**src/rtl/mem_ctrl_pkg.sv**
```systemverilog
// rtl/mem_ctrl_pkg.sv - shared encodings for the byte-serial memory controller
package mem_ctrl_pkg;

    localparam int VALID_BIT_W = 2;

    localparam logic [VALID_BIT_W-1:0] SIZE_NONE = 2'b00;
    localparam logic [VALID_BIT_W-1:0] SIZE_BYTE = 2'b01;
    localparam logic [VALID_BIT_W-1:0] SIZE_HALF = 2'b10;
    localparam logic [VALID_BIT_W-1:0] SIZE_WORD = 2'b11;

    typedef enum logic [1:0] {
        ST_IDLE  = 2'd0,
        ST_ISSUE = 2'd1,
        ST_LAST  = 2'd2,
        ST_ACK   = 2'd3
    } state_e;

    typedef enum logic [1:0] {
        OP_IFETCH = 2'd0,
        OP_DREAD  = 2'd1,
        OP_DWRITE = 2'd2
    } op_e;

    // Index of the final byte of an access (N-1) for a size code.
    function automatic logic [1:0] last_index(input logic [VALID_BIT_W-1:0] size);
        case (size)
            SIZE_HALF: return 2'd1;
            SIZE_WORD: return 2'd3;
            default:   return 2'd0;
        endcase
    endfunction

endpackage

```
**src/rtl/mem_ctrl_lane.sv**
```systemverilog
// rtl/mem_ctrl_lane.sv - byte lane extract for writes and byte lane insert for read assembly
module mem_ctrl_lane (
    input  logic [31:0] wdata,
    input  logic [1:0]  wr_lane,
    output logic [7:0]  wr_byte,
    input  logic [31:0] asm_in,
    input  logic [1:0]  rd_lane,
    input  logic [7:0]  rd_byte,
    output logic [31:0] asm_out
);

    assign wr_byte = wdata[{wr_lane, 3'b000} +: 8];

    always_comb begin
        asm_out = asm_in;
        asm_out[{rd_lane, 3'b000} +: 8] = rd_byte;
    end

endmodule

```
**src/rtl/mem_ctrl.sv**
```systemverilog
// rtl/mem_ctrl.sv - serialises data reads/writes and instruction fetches onto a byte-wide RAM
module mem_ctrl
    import mem_ctrl_pkg::*;
#(
    parameter int ADDR_W = 32
) (
    input  logic                   clk,
    input  logic                   rst,
    input  logic                   re_m,
    input  logic [VALID_BIT_W-1:0] rvalid_bit,
    input  logic [ADDR_W-1:0]      raddr_m,
    output logic [31:0]            rdata_m,
    input  logic                   we_m,
    input  logic [VALID_BIT_W-1:0] wvalid_bit,
    input  logic [ADDR_W-1:0]      waddr_m,
    input  logic [31:0]            wdata_m,
    input  logic                   if_req,
    input  logic [ADDR_W-1:0]      if_addr,
    output logic [31:0]            if_data,
    output logic                   if_done,
    output logic                   stall_req,
    output logic [ADDR_W-1:0]      mem_a,
    output logic [7:0]             mem_dout,
    input  logic [7:0]             mem_din,
    output logic                   mem_wr
);

    state_e                 state;
    state_e                 state_next;
    op_e                    op;
    logic [ADDR_W-1:0]      base;
    logic [1:0]             last_idx;
    logic [31:0]            wdata_q;
    logic [1:0]             cnt;
    logic [31:0]            asm_q;
    logic [31:0]            asm_next;
    logic [7:0]             wbyte;
    logic [1:0]             cap_lane;

    logic                   rd_req;
    logic                   wr_req;
    logic                   data_req;
    logic                   accept;
    op_e                    acc_op;
    logic [ADDR_W-1:0]      acc_addr;
    logic [VALID_BIT_W-1:0] acc_size;
    logic                   issuing;

    assign wr_req   = we_m && (wvalid_bit != SIZE_NONE);
    assign rd_req   = re_m && (rvalid_bit != SIZE_NONE);
    assign data_req = wr_req || rd_req;

    // Arbitration only happens in IDLE; writes beat reads, data beats fetch.
    always_comb begin
        state_next = state;
        accept     = 1'b0;
        acc_op     = OP_IFETCH;
        acc_addr   = if_addr;
        acc_size   = SIZE_WORD;
        case (state)
            ST_IDLE: begin
                if (wr_req) begin
                    accept   = 1'b1;
                    acc_op   = OP_DWRITE;
                    acc_addr = waddr_m;
                    acc_size = wvalid_bit;
                end else if (rd_req) begin
                    accept   = 1'b1;
                    acc_op   = OP_DREAD;
                    acc_addr = raddr_m;
                    acc_size = rvalid_bit;
                end else if (if_req) begin
                    accept   = 1'b1;
                end
                if (accept) begin
                    state_next = ST_ISSUE;
                end
            end
            ST_ISSUE: begin
                if (cnt == last_idx) begin
                    state_next = (op == OP_DWRITE) ? ST_ACK : ST_LAST;
                end
            end
            ST_LAST: state_next = ST_ACK;
            ST_ACK:  state_next = ST_IDLE;
            default: state_next = ST_IDLE;
        endcase
    end

    // RAM returns data one cycle late, so ISSUE byte k lands in lane k-1; LAST takes the tail.
    assign cap_lane = (state == ST_LAST) ? last_idx : (cnt - 2'd1);

    mem_ctrl_lane u_lane (
        .wdata   (wdata_q),
        .wr_lane (cnt),
        .wr_byte (wbyte),
        .asm_in  (asm_q),
        .rd_lane (cap_lane),
        .rd_byte (mem_din),
        .asm_out (asm_next)
    );

    assign issuing  = (state == ST_ISSUE);
    assign mem_a    = issuing ? (base + ADDR_W'(cnt)) : '0;
    assign mem_wr   = issuing && (op == OP_DWRITE);
    assign mem_dout = mem_wr ? wbyte : 8'h00;

    assign stall_req = !rst && data_req && !((state == ST_ACK) && (op != OP_IFETCH));

    always_ff @(posedge clk) begin
        if (rst) begin
            state    <= ST_IDLE;
            op       <= OP_IFETCH;
            base     <= '0;
            last_idx <= '0;
            wdata_q  <= '0;
            cnt      <= '0;
            asm_q    <= '0;
            rdata_m  <= '0;
            if_data  <= '0;
            if_done  <= 1'b0;
        end else begin
            state   <= state_next;
            if_done <= 1'b0;
            case (state)
                ST_IDLE: begin
                    if (accept) begin
                        op       <= acc_op;
                        base     <= acc_addr;
                        last_idx <= last_index(acc_size);
                        wdata_q  <= wdata_m;
                        cnt      <= '0;
                        asm_q    <= '0;
                    end
                end
                ST_ISSUE: begin
                    cnt <= cnt + 2'd1;
                    if ((op != OP_DWRITE) && (cnt != 2'd0)) begin
                        asm_q <= asm_next;
                    end
                end
                ST_LAST: begin
                    // Results are loaded here so they are already visible during ACK.
                    asm_q <= asm_next;
                    if (op == OP_DREAD) begin
                        rdata_m <= asm_next;
                    end else begin
                        if_data <= asm_next;
                        if_done <= 1'b1;
                    end
                end
                default: ;
            endcase
        end
    end

endmodule

```
**config.mk**
```make
export PLATFORM = sky130hd
export DESIGN_NAME = mem_ctrl
export DESIGN_NICKNAME = d
export VERILOG_FILES = /design/src/rtl/mem_ctrl_pkg.sv /design/src/rtl/mem_ctrl_lane.sv /design/src/rtl/mem_ctrl.sv
export SDC_FILE = /design/constraint.sdc
export NUM_CORES = 1
export LEC_CHECK = 0
export CELL_PAD_IN_SITES_DETAIL_PLACEMENT = 1
export CELL_PAD_IN_SITES_GLOBAL_PLACEMENT = 2
export CORE_ASPECT_RATIO = 0.5
export CORE_MARGIN = 4
export CORE_UTILIZATION = 27
export DETAILED_ROUTE_END_ITERATION = 10
export PLACE_DENSITY = 0.93
export SLEW_MARGIN = 15
export SYNTH_ARGS = -nofsm -noshare
export SYNTH_HDL_FRONTEND = slang
export SYNTH_SLANG_ARGS = --single-unit
```
**constraint.sdc**
```tcl
create_clock -name clk -period 4.05 [get_ports clk]
set_input_delay 0.81 -clock clk [delete_from_list [all_inputs] [get_ports clk]]
set_output_delay 0.81 -clock clk [all_outputs]
set_load 0.01 [all_outputs]
```
Word level (Yosys, flattened, before mapping)
Cells that the tools add are included.

word-level totals
  register bits = 169
  input port bits = 145
  output and inout port bits = 107
  logic and storage cells = 83

cells by class
  add/subtract/negate cells = 4
  equality and inequality tests = 13
  shift-type cells = 3
  muxes and demuxes = 27
  bitwise gates (word level) = 2
  reduce and logical (&&, ||, !) cells = 24

operator list
  cell                                                                      count
  32-bit two-way mux                                                        5
  32-bit one-hot mux with 3 select lines                                    1
  32-bit by 2-bit adder with 32-bit output                                  1
  32-bit bitwise mux                                                        1
  8-bit by 7-bit variable shift with 32-bit output (first input constant)   1
  32-bit by 6-bit variable part select with 8-bit output                    1
  8-bit by 7-bit variable part select with 32-bit output                    1
  2-bit two-way mux                                                         8
  2-bit equality test (second input constant)                               5
  2-bit AND reduction                                                       5
  2-bit nonzero test                                                        5
  1-bit two-way mux                                                         8
  8-bit two-way mux                                                         1
  2-bit one-hot mux with 2 select lines                                     2
  2-bit one-hot mux with 4 select lines                                     1
  1-bit logical AND                                                         7
  5-bit negator with 7-bit output                                           1
  2-bit inequality test (second input constant)                             3
  2-bit by 1-bit equality test with 1-bit output (second input constant)    2
  2-bit by 1-bit inequality test with 1-bit output (second input constant)  2
  3-bit AND reduction                                                       1
  3-bit nonzero test                                                        1
  2-bit by 1-bit adder with 2-bit output (second input constant)            1
  2-bit equality test                                                       1
  6 further kinds                                                           8

Longest topological paths before layout
  depth in word-level cells = 8
  depth in mapped cells = 13
  mapped depth without buffers = 10

By module
A second synthesis with hierarchy kept.

unflattened totals
  cell total of the unflattened synthesis = 1,117
  area total of the unflattened synthesis = 8,459.4 um^2

modules (own cells, without submodules)
  module         instances  cells an instance  area each (um^2)  sequential area each (um^2)
  mem_ctrl       1          1,039              7,738.7           3,383.2
  mem_ctrl_lane  1          78                 720.7             0.0

Worst setup path after synthesis
No wires, ideal clock.

  kind = reg-to-reg
  start = register cnt[0]
  end = register if_data[10]
  library setup time = 0.086 ns
  arrival = 3.011 ns
  data required time = 3.964 ns
  slack = 0.953 ns
  stages on the path, launching flop included = 13
  buffers on the path = 3
  clock period less this slack = 3.097 ns
  cell sequence = dfxtp_1 > buf_1 > inv_1 > ha_1 > nor2b_1 > nor2_1 > ha_1 > clkbuf_1 > nor2_1 > and4_1 > clkbuf_1 > a21oi_1 > a211oi_1

on the way
  longest elaborated chain between the ends = 5
  elaborated cells on any way between the ends = 6
  those cells by class = add/sub (2); shift (2); mux (2)

ends and longest elaborated chain
  item                                                                                                                               RTL line             source
  from (decl)                                                                                                                        mem_ctrl.sv:34       logic [1:0] cnt;
  from (signal assigned)                                                                                                             mem_ctrl.sv:137      cnt <= cnt + 2'd1;
  2-bit by 1-bit subtractor with 2-bit output *                                                                                      mem_ctrl.sv:91       assign cap_lane = (state == ST_LAST) ? last_idx : (cnt - 2'd1);
  2-bit two-way mux *                                                                                                                mem_ctrl.sv:91
  5-bit negator with 7-bit output *                                                                                                  mem_ctrl_lane.sv:16  asm_out[{rd_lane, 3'b000} +: 8] = rd_byte;
  8-bit by 7-bit variable part select with 32-bit output / 8-bit by 7-bit variable shift with 32-bit output (equally long branches)  mem_ctrl_lane.sv:16
  32-bit bitwise mux *                                                                                                               mem_ctrl_lane.sv:16
  to (signal assigned)                                                                                                               mem_ctrl.sv:148      if_data <= asm_next;
  to (decl)                                                                                                                          mem_ctrl.sv:19       output logic [31:0] if_data,

Every way passes the cells marked *; elsewhere a longest branch is shown, timed or not.
A chain may end at the register's enable or synchronous reset.

Final worst setup path
  start = register cnt[0]
  end = output port mem_a[30]

on the way
  longest elaborated chain between the ends = 2

ends and longest elaborated chain
  item                                      RTL line         source
  32-bit by 2-bit adder with 32-bit output  mem_ctrl.sv:104  assign mem_a = issuing ? (base + ADDR_W'(cnt)) : '0;
  32-bit two-way mux                        mem_ctrl.sv:104
  to (decl)                                 mem_ctrl.sv:22   output logic [ADDR_W-1:0] mem_a,

No other way between the ends.

==> metrics.md <==
| Metric | Value |
|---|---|
| Yosys top cell by area | `dfxtp_1` |
| Io pins | `252` |
| First-pass GRT wire length | `50,000 µm` |
| Clock latency on the worst-skew pair | `0.44 ns` |
| Port bufs | `251` |
| Rows | `45` |
| RSZ-0062 raised after global routing | `no` |
| Max Slew Vio Count | `0` |
| CP arrival | `3.10 ns` |
| Post-Syn Area per Cell | `8.12 µm²` |
| Total Nets Final | `1,381` |
| Mapped Area | `0.00838 mm²` |
| Worst-margin pin slew | `1.27 ns` |
| Antenna fix cells | `0` |
| CTS Root Cell | `clkbuf_16` |
| H-tree levels | `4` |
| Final Setup Violations | `0` |
| CTS buffer count | `17` |
| Final instance area | `0.0118 mm²` |
| Die ar. | `0.0341 mm²` |
| CP Class | `flop to output pin` |
| Crit path required time | `3.24 ns` |
| Post-synthesis cell type count | `53` |
| Critical Path Fanout Max | `15` |
| Period utilization | `0.966` |
| CP startpoint kind | `flop` |
| Worst-path clk slew | `0.07 ns` |
| Setup_tns | `0 ns` |
| Number of DRC markers in iteration 0 | `457` |
| Slew headroom | `0.147` |
| Reg power frac | `0.330` |
| Via count | `8,538` |
| Power share of the clock group | `0.252` |
| Fmax | `256 MHz` |
| Die height | `133 µm` |
| Share of the synthesized area in the top cell type | `0.404` |
| Pint | `4.06 mW` |
| Fin. Hold Viols | `0` |
| Peak supply drop | `0.355 mV` |
| Status | `completed` |
| RD Place Congestion | `0.813` |
| Initial antenna violation count | `0` |
| Die W | `257 µm` |
| Max-cap viol count | `0` |
| Setup WS post-layout | `0.138 ns` |
| DRT Pass-1 Iters | `4` |
| Largest net degree at the start of global routing | `88` |
| Syn_nets | `1,189` |
| Gate power share | `0.418` |
| PD cells | `568 mW/mm²` |
| Layout area overhead | `41.2%` |
| Core Box Area | `0.0305 mm²` |
| Grt total ovfl | `0` |
| TritonCTS clock tree | `built` |
| GRT Total Usage | `0.181` |
| Bufs on Longest Clock Path | `2` |
| Number of flops mapped to enable cells by yosys | `0` |
| Initial core utilization | `0.275` |
| NetSw | `2.67 mW` |
| Synth area leaders | `dfxtp_1 (40%), a21oi_1 (8.2%), nand2_1 (6.4%), a211oi_1 (5.2%), nor2_1 (4.7%)` |
| Dpl cell area | `0.0112 mm²` |
| Hold Slack | `0.457 ns` |
| WL per Instance | `19.2 µm` |
| Post-Place Setup Slack | `0.302 ns` |
| Sequential fraction of the synthesis area | `0.404` |
| Dominant synthesized flop cell | `dfxtp_1` |
| FF+latch count, synth | `169` |
| Switching share of power | `0.397` |
| Via count of the first global-routing pass | `8,898` |
| Ys Warns | `0` |
| Hold Crit Class | `flop to flop` |
| Share of layout cells above drive strength 1 | `0.0598` |
| CTS Sinks | `169` |
| DRC viols | `0` |
| Worst clock skew | `0.0107 ns` |
| Post-Syn Instances | `1,032` |
| Asr flop ratio synth | `0` |
| Routed vias/inst | `5.14` |
| Type of destination of the critical path | `output pin` |
| Dpl hpwl | `23,300 µm` |
| Min Tclk post-route | `3.91 ns` |
| Detail Route Antenna Nets | `0` |
| Final wirelength | `31,900 µm` |
| Leak | `4.10 nW` |
-- final timing paths --
kind / depth (start not counted) / end / start / slack [ns]
setup / recovery: 7 / mem_a[30] / cnt[0]$_SDFFE_PP0P_ / 0.14
hold / removal: 2 / wdata_q[30]$_SDFFE_PP0P_ / wdata_q[30]$_SDFFE_PP0P_ / 0.46
setup reg to reg: 10 / if_data[31]$_SDFFE_PP0P_ / cnt[0]$_SDFFE_PP0P_ / 1.09
hold reg to reg: 2 / wdata_q[30]$_SDFFE_PP0P_ / wdata_q[30]$_SDFFE_PP0P_ / 0.46
-- worst max-delay path: stages (launching register included) --
cell and delay (ns):
dfxtp_1 0.34, ha_1 0.19, fa_2 0.25, nand3_2 0.14
or3_4 0.47, or4_1 0.52, a21oi_1 0.19, clkdlybuf4s50_1 0.57
-- cell type report --
cell class                      instances  area (µm²)
Timing Repair Buffer                  270        2650
Clock buffer                           20         457
Inverter                               19        71.3
Multi-Input combinational cell        747        4590
Clock inverter                         12         151
Fill cell                            3570       18600
Tap cell                              423         529
Sequential cell                       169        3380
-- sequential cells by signal (all words and copies together) (netlist names) --
signal / count
asm_q: 32
base: 32
if_data: 32
rdata_m: 32
wdata_q: 32
cnt: 2
last_idx: 2
op: 2
state: 2
if_done: 1
-- cells in the mapped netlist (9+ instances only) --
cell	count
ha_1	11
xnor2_1	11
o31ai_1	37
nand3_1	9
or4_1	15
clkbuf_1	84
a21oi_1	137
o21ai_0	16
mux2i_1	17
dfxtp_1	169
and3_1	18
and2_1	11
a211o_1	32
inv_1	18
nand2_1	142
nor2_1	106
nor2b_1	21
a211oi_1	58
o311ai_0	24
-- power groups by stage --
| stage | registers (mW) | logic [mW] | clock network [mW] |
|---|---|---|---|
| 2_1_floorplan | 2.23 | 1.69 | 0 |
| 6_report | 2.22 | 2.81 | 1.69 |
| 5_1_grt | 2.27 | 3.10 | 1.81 |
| 3_3_place_gp | 2.23 | 2.74 | 0 |
| 3_5_place_dp | 2.26 | 2.82 | 0 |
| 4_1_cts | 2.22 | 2.84 | 1.74 |
-- metrics by stage --
step                      instances  power (mW)   util
after floorplan                1032        3.92      -
after global placement         1628        4.97  0.368
after detailed placement       1628        5.08  0.368
after CTS                      1660        6.80  0.388
after global routing           1660        7.17  0.389
final                          1660        6.72  0.389
-- routing by layer --
layer	vias up	GRT usage	share of wire
met5	-	0	0
met4	0	0.0554	0.023
met3	47	0.0291	0.023
met2	108	0.341	0.53
met1	4265	0.213	0.42
li1	4118	-	-
-- repair_timing --
action,4_1_cts,5_1_grt
gates resized for setup,2,1
endpoints found under the setup margin,14,7
pin swaps,0,1
gates cloned,0,0
buffers inserted,0,0
hold buffers,0,0
-- cells by family (layout without fill, tap and decap cells) --
kind of cell	Yosys count	in the layout	share of synthesized area
AND/OR/NAND/NOR	357	357	0.197
AO/OA/AOI/OAI	338	338	0.269
flip-flops	169	169	0.404
buffers and inverters	116	321	0.0546
multiplexers	25	25	0.0418
XOR/XNOR	15	15	0.0157
adder cells (fa/ha/maj)	12	12	0.0188
-- placed cells by master, fill, tap and decap left out, drive strengths merged, types with 3 or more instances in the layout --
| cell | Yosys | routed |
|---|---|---|
| nor3 | 4 | 4 |
| o21a | 3 | 3 |
| nand2 | 142 | 142 |
| buf | 13 | 20 |
| o31ai | 38 | 38 |
| xnor2 | 11 | 11 |
| nor2b | 21 | 21 |
| and3 | 18 | 18 |
| clkdlybuf4s50 | 0 | 250 |
| dfxtp | 169 | 169 |
| and4 | 4 | 4 |
| o311ai | 24 | 24 |
| a41oi | 8 | 8 |
| xor2 | 4 | 4 |
| and2 | 11 | 11 |
| o2bb2ai | 8 | 8 |
| nand4 | 5 | 5 |
| ha | 11 | 11 |
| a211oi | 58 | 58 |
| a21oi | 137 | 137 |
| or3 | 6 | 6 |
| o21ai | 18 | 18 |
| clkbuf | 84 | 20 |
| nand3 | 11 | 11 |
| nor4 | 4 | 4 |
| inv | 18 | 25 |
| or4 | 16 | 16 |
| a211o | 32 | 32 |
| nor2 | 106 | 106 |
| mux2i | 17 | 17 |
| nand2b | 5 | 5 |
| mux4 | 8 | 8 |
(Power assumes the default switching activity.)
